==> config.mk <==
export PLATFORM = sky130hd
export DESIGN_NAME = mc_sequencer
export DESIGN_NICKNAME = d
export VERILOG_FILES = /design/src/rtl/mc_sequencer.sv
export SDC_FILE = /design/constraint.sdc
export NUM_CORES = 1
export LEC_CHECK = 0
export BUFFER_PORTS_ARGS = -buffer_cell sky130_fd_sc_hd__clkbuf_2
export CAP_MARGIN = 0
export CELL_PAD_IN_SITES_DETAIL_PLACEMENT = 2
export CELL_PAD_IN_SITES_GLOBAL_PLACEMENT = 2
export CORE_AREA = 2 2 78 80
export DETAILED_ROUTE_END_ITERATION = 6
export DIE_AREA = 0 0 80 82
export PLACE_DENSITY_LB_ADDON = 0.3
export SLEW_MARGIN = 10
export SYNTH_ARGS = -nofsm -noshare
export SYNTH_HDL_FRONTEND = slang
export SYNTH_SLANG_ARGS = --single-unit
==> constraint.sdc <==
create_clock -name clk -period 5.3 [get_ports clk]
set_input_delay 1.06 -clock clk [delete_from_list [all_inputs] [get_ports clk]]
set_output_delay 1.06 -clock clk [all_outputs]
set_load 0.01 [all_outputs]
==> src/rtl/mc_sequencer.sv <==
// Multi-cycle phase controller for miniRV: FETCH/DECODE/EXEC/MEM/WB over a shared memory port.
// Optional handshake watchdog enabled by defining SEQ_TIMEOUT_EN.
module mc_sequencer #(
    parameter int CNT_W          = 32,
    parameter int TIMEOUT_CYCLES = 16
) (
    input  logic             clk,
    input  logic             rst_n,
    input  logic             run,
    output logic             imem_req,
    input  logic             imem_ack,
    output logic             ir_wen,
    input  logic             ins_illegal,
    input  logic             mem_rd,
    input  logic             mem_wr,
    input  logic             rf_wen_in,
    output logic             dram_req,
    output logic             dram_we,
    input  logic             dram_ack,
    output logic             rf_wen,
    output logic             pc_wen,
    output logic [2:0]       phase,
    output logic             halted,
    output logic             fault,
    output logic [CNT_W-1:0] retired
);

    typedef enum logic [2:0] {
        S_IDLE   = 3'd0,
        S_FETCH  = 3'd1,
        S_DECODE = 3'd2,
        S_EXEC   = 3'd3,
        S_MEM    = 3'd4,
        S_WB     = 3'd5,
        S_HALT   = 3'd6
    } state_e;

    if (TIMEOUT_CYCLES < 1) begin : g_bad_timeout
        $error("mc_sequencer: TIMEOUT_CYCLES must be at least 1");
    end

    state_e           state_q, state_d;
    logic [CNT_W-1:0] retired_q, retired_d;

`ifdef SEQ_TIMEOUT_EN
    localparam int WAIT_W = $clog2(TIMEOUT_CYCLES + 1);
    localparam logic [WAIT_W-1:0] WAIT_LAST = WAIT_W'(TIMEOUT_CYCLES - 1);

    logic [WAIT_W-1:0] wait_q, wait_d;
    logic              fault_q, fault_d;
    logic              waiting;

    // Counter is zero in every non-waiting state, so it is already clear on entry to FETCH/MEM.
    assign waiting = ((state_q == S_FETCH) && !imem_ack) || ((state_q == S_MEM) && !dram_ack);

    always_ff @(posedge clk or negedge rst_n) begin
        if (!rst_n) begin
            wait_q  <= '0;
            fault_q <= 1'b0;
        end else begin
            wait_q  <= wait_d;
            fault_q <= fault_d;
        end
    end

    assign fault = fault_q;
`else
    assign fault = 1'b0;
`endif

    always_ff @(posedge clk or negedge rst_n) begin
        if (!rst_n) begin
            state_q   <= S_IDLE;
            retired_q <= '0;
        end else begin
            state_q   <= state_d;
            retired_q <= retired_d;
        end
    end

    always_comb begin
        state_d   = state_q;
        retired_d = retired_q;
`ifdef SEQ_TIMEOUT_EN
        fault_d   = fault_q;
        wait_d    = waiting ? wait_q + 1'b1 : '0;
`endif
        case (state_q)
            S_IDLE:   if (run) state_d = S_FETCH;
            S_FETCH: begin
                if (imem_ack) begin
                    state_d = S_DECODE;
                end
`ifdef SEQ_TIMEOUT_EN
                else if (wait_q == WAIT_LAST) begin
                    state_d = S_HALT;
                    fault_d = 1'b1;
                end
`endif
            end
            S_DECODE: state_d = ins_illegal ? S_HALT : S_EXEC;
            S_EXEC:   state_d = (mem_rd || mem_wr) ? S_MEM : S_WB;
            S_MEM: begin
                if (dram_ack) begin
                    state_d = S_WB;
                end
`ifdef SEQ_TIMEOUT_EN
                else if (wait_q == WAIT_LAST) begin
                    state_d = S_HALT;
                    fault_d = 1'b1;
                end
`endif
            end
            S_WB: begin
                retired_d = retired_q + 1'b1;
                state_d   = run ? S_FETCH : S_IDLE;
            end
            S_HALT:   state_d = S_HALT;
            default:  state_d = S_IDLE;
        endcase
    end

    // Strobes decode only the registered state; ir_wen alone looks at the live ack.
    always_comb begin
        imem_req = 1'b0;
        ir_wen   = 1'b0;
        dram_req = 1'b0;
        dram_we  = 1'b0;
        rf_wen   = 1'b0;
        pc_wen   = 1'b0;
        halted   = 1'b0;
        case (state_q)
            S_FETCH: begin
                imem_req = 1'b1;
                ir_wen   = imem_ack;
            end
            S_MEM: begin
                dram_req = 1'b1;
                dram_we  = mem_wr;
            end
            S_WB: begin
                rf_wen = rf_wen_in;
                pc_wen = 1'b1;
            end
            S_HALT:  halted = 1'b1;
            default: ;
        endcase
    end

    assign phase   = state_q;
    assign retired = retired_q;

endmodule

==> results of run 1 <==
[power by group]
group	switching, uW	internal (uW)	total [uW]
clock network	93.9	102	196
logic	79.1	68.0	147
registers	47.6	292	339
total	221	462	682
[logic make-up (layout without fill, tap and decap cells)]
| family | Yosys count | count (layout) | synth area share [%] |
|---|---|---|---|
| other | 1 | 1 | 0.223 |
| multiplexers | 1 | 1 | 0.671 |
| AND/OR/NAND/NOR | 65 | 65 | 23.9 |
| adder cells (fa/ha/maj) | 1 | 1 | 0.746 |
| AO/OA/AOI/OAI | 8 | 8 | 2.98 |
| buffers and inverters | 12 | 63 | 3.13 |
| XOR/XNOR | 31 | 31 | 16.2 |
| flip-flops | 35 | 35 | 52.2 |
[state kept, by name, indices dropped and copies added, names as in the netlist]
name and flops:
phase 3, retired 32
[metal layers]
metal | up-vias | wire (um) | track usage, %
met1 | 670 | 1900 | 19.6
met2 | 39 | 1990 | 22.8
met4 | 0 | 57 | 4.58
li1 | 625 | - | -
met5 | - | 0 | 0
met3 | 6 | 247 | 4.62
[cell usage in the layout, fill, tap and decap left out, types with 2 or more instances in the layout]
cell type | netlist | final
and2_1 | 3 | 3
and3_1 | 4 | 4
and4_1 | 3 | 3
clkbuf_2 | 0 | 50
clkbuf_8 | 0 | 6
dfrtp_1 | 35 | 35
inv_1 | 6 | 6
nand2_1 | 13 | 13
nand3_1 | 8 | 8
nand4_1 | 11 | 11
nor2_1 | 6 | 6
nor3_1 | 7 | 7
nor4_2 | 3 | 3
o21ai_0 | 2 | 2
o22ai_1 | 2 | 2
or2_2 | 3 | 3
xnor2_1 | 18 | 18
xor2_1 | 13 | 13
[synthesized netlist by cell type, drive strengths merged]
cell type  count
dfrtp         35
xnor2         18
nand2         13
xor2          13
nand4         11
nand3          8
nor3           8
inv            6
nor2           6
and3           4
buf            4
nor4           4
and2           3
and4           3
or2            3
clkbuf         2
o21ai          2
o22ai          2
a21o           1
a21oi          1
a31oi          1
conb           1
ha             1
mux2           1
nand3b         1
o31a           1
or4            1
[worst max-delay path: stages, from the launching register on]
cell and delay, ns:
dfrtp_1 0.50, inv_1 0.15, nor3_1 0.23, and2_1 0.18, clkbuf_2 0.14
[per-stage QoR]
stage	utilization, %	cell area (um2)	power (uW)	instances
final	36.2	2080	682	280
after global routing	36.2	2080	733	280
after CTS	36.2	2080	700	280
after detailed placement	34.7	1990	496	273
after global placement	34.7	1990	488	273
after floorplan	-	1680	427	154
[layout make-up]
class | count | share of cell area, %
multi-input cells | 107 | 36.0
inverters | 6 | 1.08
flip-flops and latches | 35 | 42.1
clock buffers | 6 | 3.97
well taps | 75 | 4.51
clock inverters | 1 | 0.241
repair buffers | 50 | 12.0
[final timing paths]
path                          endpoint  slack [ns]        start  cells after the start
min                        retired[31]        0.47  retired[31]                      1
max reg2reg                retired[11]        3.25     phase[1]                      4
max in group asynchronous   retired[1]        3.85        rst_n                      1
max                             ir_wen        2.77     phase[0]                      4
min in group asynchronous  retired[11]        0.89        rst_n                      1
min reg2reg                retired[31]        0.47  retired[31]                      1
==> results.json, run 1 <==
{
  "vdd_drop_max_v": 0.000154,
  "grt_pass1_wl_mm": 7.33,
  "multiInputGateArea_um2": 749,
  "path_class": "register to output port",
  "fmax_mhz": 395,
  "status": "finished clean",
  "die_area_mm2": 0.00656,
  "syn_area_mm2": 0.00168,
  "die_h_um": 82,
  "synth_seq_cells": 35,
  "tightest_slew_ns": 0.953,
  "dieWidth_um": 80,
  "ctsResizeCount": 0,
  "post-place-ws_ns": 2.82,
  "period_share_pct": 47.8,
  "synth_area_per_cell_um2": 10.9,
  "setup_viol": 0,
  "grt_setup_unrepaired": "no",
  "drv_slew": 0,
  "wl_per_cell_um": 15.0,
  "drt-total-wl_mm": 4.20,
  "cts-root-buf": "clkbuf_8",
  "viasPerCell": 4.79,
  "seq_area_frac_synth_pct": 52.2,
  "yosysWarnings": 0,
  "seq_area_um2": 876,
  "cp_max_fo": 7,
  "post_cts_buffers": 0,
  "place_congestion": 0.690,
  "netlist.area_leader.share_pct": 52.2,
  "first_pass_iters": 4,
  "tritoncts": "done",
  "track_usage_pct": 14.7,
  "yosysUniqueCellTypes": 30,
  "hold_violations": 0,
  "clock_path_buffers": 2,
  "clkLatencyLatePin_ns": 0.29,
  "fin_setup_tns_ns": 0,
  "hold_ws_ns": 0.475,
  "p_leak_uw": 0.00107,
  "cp-start-kind": "register",
  "antenna_found_initial": 0,
  "nNetsFinal": 215,
  "required_ns": 4.24,
  "drive_gt1_share_pct": 32.7,
  "maxCapViolations": 0,
  "grt_max_degree": 36,
  "core_area_mm2": 0.00575,
  "cts_sinks": 35,
  "grt_pass1_vias": 1460,
  "rows": 28,
  "syn_nets": 164,
  "ioPinCount": 52,
  "antenna_left": 0,
  "portBuffers": 50,
  "skew_ns": 0.00840,
  "start_util_pct": 29.2,
  "fin_crit_ns": 2.53,
  "dp_hpwl_mm": 3.11,
  "holdBufCountCts": 0,
  "min_path_type": "register to register",
  "diodes": 0,
  "cts_buffers": 5,
  "synth_top_area_cell": "dfrtp_1",
  "worstPathArrival_ns": 1.47,
  "worst_slack_ns": 2.77,
  "num_vias": 1340,
  "relSlewSlack_pct": 36.0,
  "overflow": 0,
  "area_growth_pct": 23.9,
  "cts_htree_levels": 2,
  "clk_pin_slew_ns": 0.07,
  "nFillCells": 660,
  "power_density_mw_per_mm2": 328,
  "drc": 0,
  "first_iter_violations": 42,
  "end_kind": "output port",
  "synthTopCellsByArea": "dfrtp_1 (52%), xnor2_1 (9.4%), xor2_1 (6.8%)",
  "syn_inst": 154
}
(Power assumes the default switching activity.)
==> run 2: changes to the inputs <==
==> constraint.sdc (replaced) <==
create_clock -name clk -period 2.53 [get_ports clk]
set_input_delay 0.506 -clock clk [delete_from_list [all_inputs] [get_ports clk]]
set_output_delay 0.506 -clock clk [all_outputs]
set_load 0.01 [all_outputs]
==> run 2 against run 1 <==
  * Non-clock buffer count grew 3
  * First-iteration DRC count shrank 21%
  * Via count grew 0.75%
  * Clock-buffer cell count grew 2
  * Utilization grew 0.61 points
  * Sequential share of layout area shrank 0.70 points
  * Clock power grew 130%
  * Total power grew 110%
  * Critical endpoint unchanged
  * Largest power group unchanged
  * Highest routed layer unchanged
==> results.json, run 2 (same netlist as run 1, synthesis figures left out) <==
{
  "rows": 28,
  "track_usage_pct": 15.2,
  "status": "finished clean",
  "worstPathArrival_ns": 1.46,
  "drt-total-wl_mm": 4.34,
  "num_vias": 1350,
  "design_area_mm2": 0.00211,
  "dieWidth_um": 80,
  "cp_max_fo": 7,
  "grt_pass1_vias": 1493,
  "path_delay_family": "flip-flops",
  "area_growth_pct": 26.0,
  "required_ns": 2.02,
  "final_cell_mix": "clkbuf_2 (50), dfrtp_1 (35), xnor2_1 (18)",
  "worst_slack_ns": 0.564,
  "dpl_cell_area_mm2": 0.00201,
  "fin_crit_ns": 1.97,
  "overflow": 0,
  "cts_sinks": 35,
  "viasPerCell": 4.75,
  "crit_chain": "inv_1 -> nor3_1 -> and2_1 -> clkbuf_2",
  "diodes": 0,
  "largest_reg_flops": 32,
  "cts-root-buf": "clkbuf_8",
  "antenna_left": 0,
  "cp-start-kind": "register",
  "max_stage_delay_ns": 0.48,
  "core_area_mm2": 0.00575,
  "post_cts_buffers": 0,
  "nNetsFinal": 218,
  "min_path_type": "primary input to asynchronous set/reset pin",
  "grt_pass1_wl_mm": 7.53,
  "drc": 0,
  "grt_max_degree": 36,
  "tritoncts": "done",
  "start_util_pct": 29.2,
  "wl_per_cell_um": 15.3,
  "end_kind": "output port",
  "instances_no_fill": 284,
  "ioPinCount": 52,
  "drive_gt1_share_pct": 33.5,
  "clk_pin_slew_ns": 0.07,
  "clock_path_buffers": 2,
  "tightest_slew_ns": 0.637,
  "holdBufCountCts": 0,
  "die_area_mm2": 0.00656,
  "period_share_pct": 77.7,
  "slowest_stage": "dfrtp_1",
  "path_class": "register to output port",
  "p_leak_uw": 0.00109,
  "portBuffers": 50,
  "grt_setup_unrepaired": "no",
  "cts_htree_levels": 2,
  "drv_slew": 0,
  "first_pass_iters": 4,
  "ctsResizeCount": 0,
  "clkLatencyLatePin_ns": 0.29,
  "post-place-ws_ns": 0.641,
  "antenna_found_initial": 0,
  "hold_violations": 0,
  "cts_buffers": 5,
  "vdd_drop_max_v": 0.000296,
  "fmax_mhz": 509,
  "relSlewSlack_pct": 57.3,
  "skew_ns": 0.00272,
  "dp_hpwl_mm": 3.16,
  "die_h_um": 82,
  "fin_setup_tns_ns": 0,
  "place_congestion": 0.643,
  "setup_viol": 0,
  "dpl.cell_count": 276,
  "first_iter_violations": 33,
  "crit_buf_inv": 2,
  "power_uw": 1460,
  "power_density_mw_per_mm2": 693,
  "final_common_cell": "clkbuf_2",
  "maxCapViolations": 0
}
==> run 2: final cells by class <==
class | count | area (um2)
Fill cell | 677 | 3630
Sequential cell | 35 | 876
Multi-Input combinational cell | 107 | 749
Timing Repair Buffer | 53 | 273
Clock buffer | 8 | 100
Tap cell | 75 | 93.8
Inverter | 6 | 22.5
==> run 2: where the power goes <==
part	switching, uW	internal [uW]
sequential	98.4	611
clock	202	249
combinational	163	142
==> run 2: path summary, 6_finish.rpt <==
| check | depth (start not counted) | from | end | slack (ns) |
|---|---|---|---|---|
| worst max-delay path | 4 | phase[0] | ir_wen | 0.56 |
| worst min register to register | 1 | retired[31] | retired[31] | 0.48 |
| worst min-delay path | 2 | rst_n | retired[31] | 0.26 |
| worst max register to register | 4 | retired[4] | retired[16] | 0.61 |
| max in group asynchronous | 2 | rst_n | retired[16] | 1.96 |
| min in group clk | 1 | retired[31] | retired[31] | 0.48 |
==> run 2: per-layer routing <==
| metal | vias to the layer above | global-route usage (%) | wire (um) |
|---|---|---|---|
| met5 | - | 0 | 0 |
| met4 | 0 | 5.42 | 49 |
| met2 | 40 | 25.3 | 2150 |
| met3 | 5 | 4.62 | 266 |
| li1 | 635 | - | - |
| met1 | 670 | 18.6 | 1880 |
==> run 2: stage by stage <==
step	util, %	hold slack, ns
2_1_floorplan	-	0.210
3_3_place_gp	35.1	0.467
3_5_place_dp	35.1	0.476
4_1_cts	36.8	0.275
5_1_grt	36.8	0.291
6_report	36.8	0.256
==> run 3: changes to the inputs <==
--- a/config.mk
+++ b/config.mk
@@ -5,13 +5,14 @@
 export SDC_FILE = /design/constraint.sdc
 export NUM_CORES = 1
 export LEC_CHECK = 0
+export ABC_AREA = 1
 export BUFFER_PORTS_ARGS = -buffer_cell sky130_fd_sc_hd__clkbuf_2
 export CAP_MARGIN = 0
 export CELL_PAD_IN_SITES_DETAIL_PLACEMENT = 2
 export CELL_PAD_IN_SITES_GLOBAL_PLACEMENT = 2
-export CORE_AREA = 2 2 78 80
+export CORE_AREA = 2 2 91 93
 export DETAILED_ROUTE_END_ITERATION = 6
-export DIE_AREA = 0 0 80 82
+export DIE_AREA = 0 0 93 95
 export PLACE_DENSITY_LB_ADDON = 0.3
 export SLEW_MARGIN = 10
 export SYNTH_ARGS = -nofsm -noshare
==> constraint.sdc (replaced) <==
create_clock -name clk -period 1.6 [get_ports clk]
set_input_delay 0.32 -clock clk [delete_from_list [all_inputs] [get_ports clk]]
set_output_delay 0.32 -clock clk [all_outputs]
set_load 0.01 [all_outputs]
==> run 3 against run 2 <==
  * First-iteration DRC count grew 6.1%
  * Critical path depth unchanged
  * Clock-buffer cell count stayed put
  * Register-to-register slack got worse by 0.53 ns
  * Area after synthesis increased by 23%
  * Non-clock buffer count grew 21
==> results.json, run 3 <==
{
  "seqPwrFrac_pct": 39.4,
  "drc": 0,
  "tritoncts": "done",
  "antenna_left": 0,
  "rows": 33,
  "seq_area_frac_synth_pct": 42.6,
  "power_density_mw_per_mm2": 1000,
  "ioPinCount": 52,
  "drv_slew": 0,
  "final_cell_mix": "nand2_1 (70), clkbuf_2 (47), inv_1 (41)",
  "nNetsFinal": 355,
  "fin_setup_tns_ns": 0,
  "start_util_pct": 25.9,
  "instances_no_fill": 451,
  "die_area_mm2": 0.00884,
  "synth_area_per_cell_um2": 7.76,
  "path_class": "register to output port",
  "pwr-share-clk_pct": 26.3,
  "final_common_cell": "nand2_1",
  "core_area_mm2": 0.00793,
  "wl_per_cell_um": 14.7,
  "cp-start-kind": "register",
  "first_iter_violations": 35,
  "grt_pass1_vias": 2029,
  "fmax_mhz": 628,
  "grt_pass1_wl_mm": 10.4,
  "path_delay_family": "flip-flops",
  "diodes": 0,
  "first_pass_iters": 4,
  "drt-total-wl_mm": 6.65,
  "status": "finished clean",
  "synth_seq_cells": 35,
  "dp_hpwl_mm": 5.11,
  "syn_inst": 265,
  "cp_max_fo": 7,
  "worstRegToRegCells": 6,
  "overflow": 0,
  "yosysWarnings": 0,
  "dieWidth_um": 93,
  "area_growth_pct": 34.4,
  "grt_max_degree": 36,
  "fin_crit_ns": 1.59,
  "crit_chain": "buf_6 -> nand3_4 -> nor2_2 -> buf_2",
  "cts-root-buf": "clkbuf_8",
  "place_congestion": 0.738,
  "syn_nets": 275,
  "r2r_start": "phase[0]",
  "p_sw_uw": 970,
  "cts_sinks": 35,
  "netlist.area_leader.share_pct": 42.6,
  "largest_reg_flops": 32,
  "skew_ns": 0.00473,
  "worstPathArrival_ns": 1.27,
  "worstReg2RegEnd": "retired[21]",
  "synth-async-reset-ratio_pct": 100,
  "clkLatencyLatePin_ns": 0.29,
  "p_int_uw": 1790,
  "die_h_um": 95,
  "maxCapViolations": 0,
  "final_util_pct": 34.8,
  "netlist_top_cells_count": "nand2_1 (71), inv_1 (43), dfrtp_1 (35)",
  "synthTopCellsByArea": "dfrtp_1 (43%), nand2_1 (13%), inv_1 (7.9%)",
  "antenna_found_initial": 0,
  "hold_violations": 0,
  "swShare_pct": 35.1,
  "clk_pin_slew_ns": 0.08,
  "drive_gt1_share_pct": 33.5,
  "viasPerCell": 4.41,
  "period_share_pct": 99.5,
  "num_vias": 1987,
  "yosysMostFrequentCell": "nand2_1",
  "max_stage_delay_ns": 0.44,
  "synth_top_flop_cell": "dfrtp_1",
  "grt_setup_unrepaired": "yes",
  "slowest_stage": "dfrtp_1",
  "clock_path_buffers": 2,
  "yosysUniqueCellTypes": 28,
  "min_path_type": "primary input to asynchronous set/reset pin",
  "p_leak_uw": 0.00149,
  "end_kind": "output port",
  "crit_buf_inv": 2,
  "p_comb_share_pct": 34.3,
  "synth_top_area_cell": "dfrtp_1",
  "dpl.cell_count": 428,
  "vdd_drop_max_v": 0.000514,
  "required_ns": 1.28,
  "r2r_setup_slack_ns": 0.08,
  "cts_htree_levels": 2,
  "setup_viol": 0,
  "syn_area_mm2": 0.00206,
  "cts_buffers": 5,
  "portBuffers": 50,
  "synth-edff-count": 0,
  "track_usage_pct": 15.3
}
## run 3: cell count changes after synthesis, sizes merged, moves of 3 or more
cell and delta:
and2 -3, and3 -4, and4 -3, buf -3, inv +39, nand2 +66, nand3 +9, nor2 +33
nor4 -4, or2 -3, xnor2 -6, xor2 -3
## run 3: power groups by stage
| stage | sequential [uW] | combinational (uW) | clock (uW) |
|---|---|---|---|
| 4_1_cts | 1070 | 769 | 756 |
| 6_report | 1090 | 947 | 728 |
| 2_1_floorplan | 1110 | 352 | 0 |
| 5_1_grt | 1110 | 1050 | 807 |
| 3_5_place_dp | 1080 | 690 | 0 |
| 3_3_place_gp | 1080 | 678 | 0 |
## run 3: kinds of logic after synthesis
family / share of synthesized area [%]
other: 0.182
AND/OR/NAND/NOR: 36.3
flip-flops: 42.6
XOR/XNOR: 9.37
buffers and inverters: 8.83
AO/OA/AOI/OAI: 2.13
adder cells (fa/ha/maj): 0.609
## run 3: worst max-delay path by stage
stage / from / end / slack, ns / cells past startpoint
floorplan: retired[0] / retired[10] / 0.17 / 6
global placement: retired[10] / retired[26] / 0.16 / 7
detailed placement: phase[1] / retired[21] / 0.12 / 6
CTS: phase[1] / pc_wen / -0.004 / 4
global route: phase[0] / rf_wen / -0.08 / 4
finish: phase[0] / rf_wen / 0.007 / 4
## run 3: area by class of cell
| class | count | area (um2) |
|---|---|---|
| Fill cell | 979 | 5160 |
| Multi-Input combinational cell | 184 | 1030 |
| Sequential cell | 35 | 878 |
| Timing Repair Buffer | 74 | 440 |
| Inverter | 45 | 179 |
| Tap cell | 105 | 131 |
| Clock buffer | 8 | 100 |
## run 3: routing by layer
| metal | track usage [%] | wire [um] |
|---|---|---|
| met1 | 20.3 | 3010 |
| met5 | 0 | 0 |
| met4 | 4.41 | 46 |
| met2 | 25.5 | 3390 |
| met3 | 3.11 | 207 |
## run 3: metrics by stage
stage | instance area (um2) | total power (uW) | worst slack [ns] | hold slack [ns]
2_1_floorplan | 2060 | 1460 | 0.168 | 0.0244
3_3_place_gp | 2500 | 1760 | 0.155 | 0.404
3_5_place_dp | 2500 | 1770 | 0.120 | 0.408
4_1_cts | 2640 | 2590 | -0.00414 | 0.0845
5_1_grt | 2760 | 2960 | -0.0762 | 0.0913
6_report | 2760 | 2760 | 0.00743 | 0.0613
## run 3: what timing repair did
action | in CTS | in global routing
setup buffers | 3 | 12
setup endpoints to repair | 5 | 11
gates resized for setup | 7 | 13
hold buffers | 0 | 0
pin swaps | 1 | 4
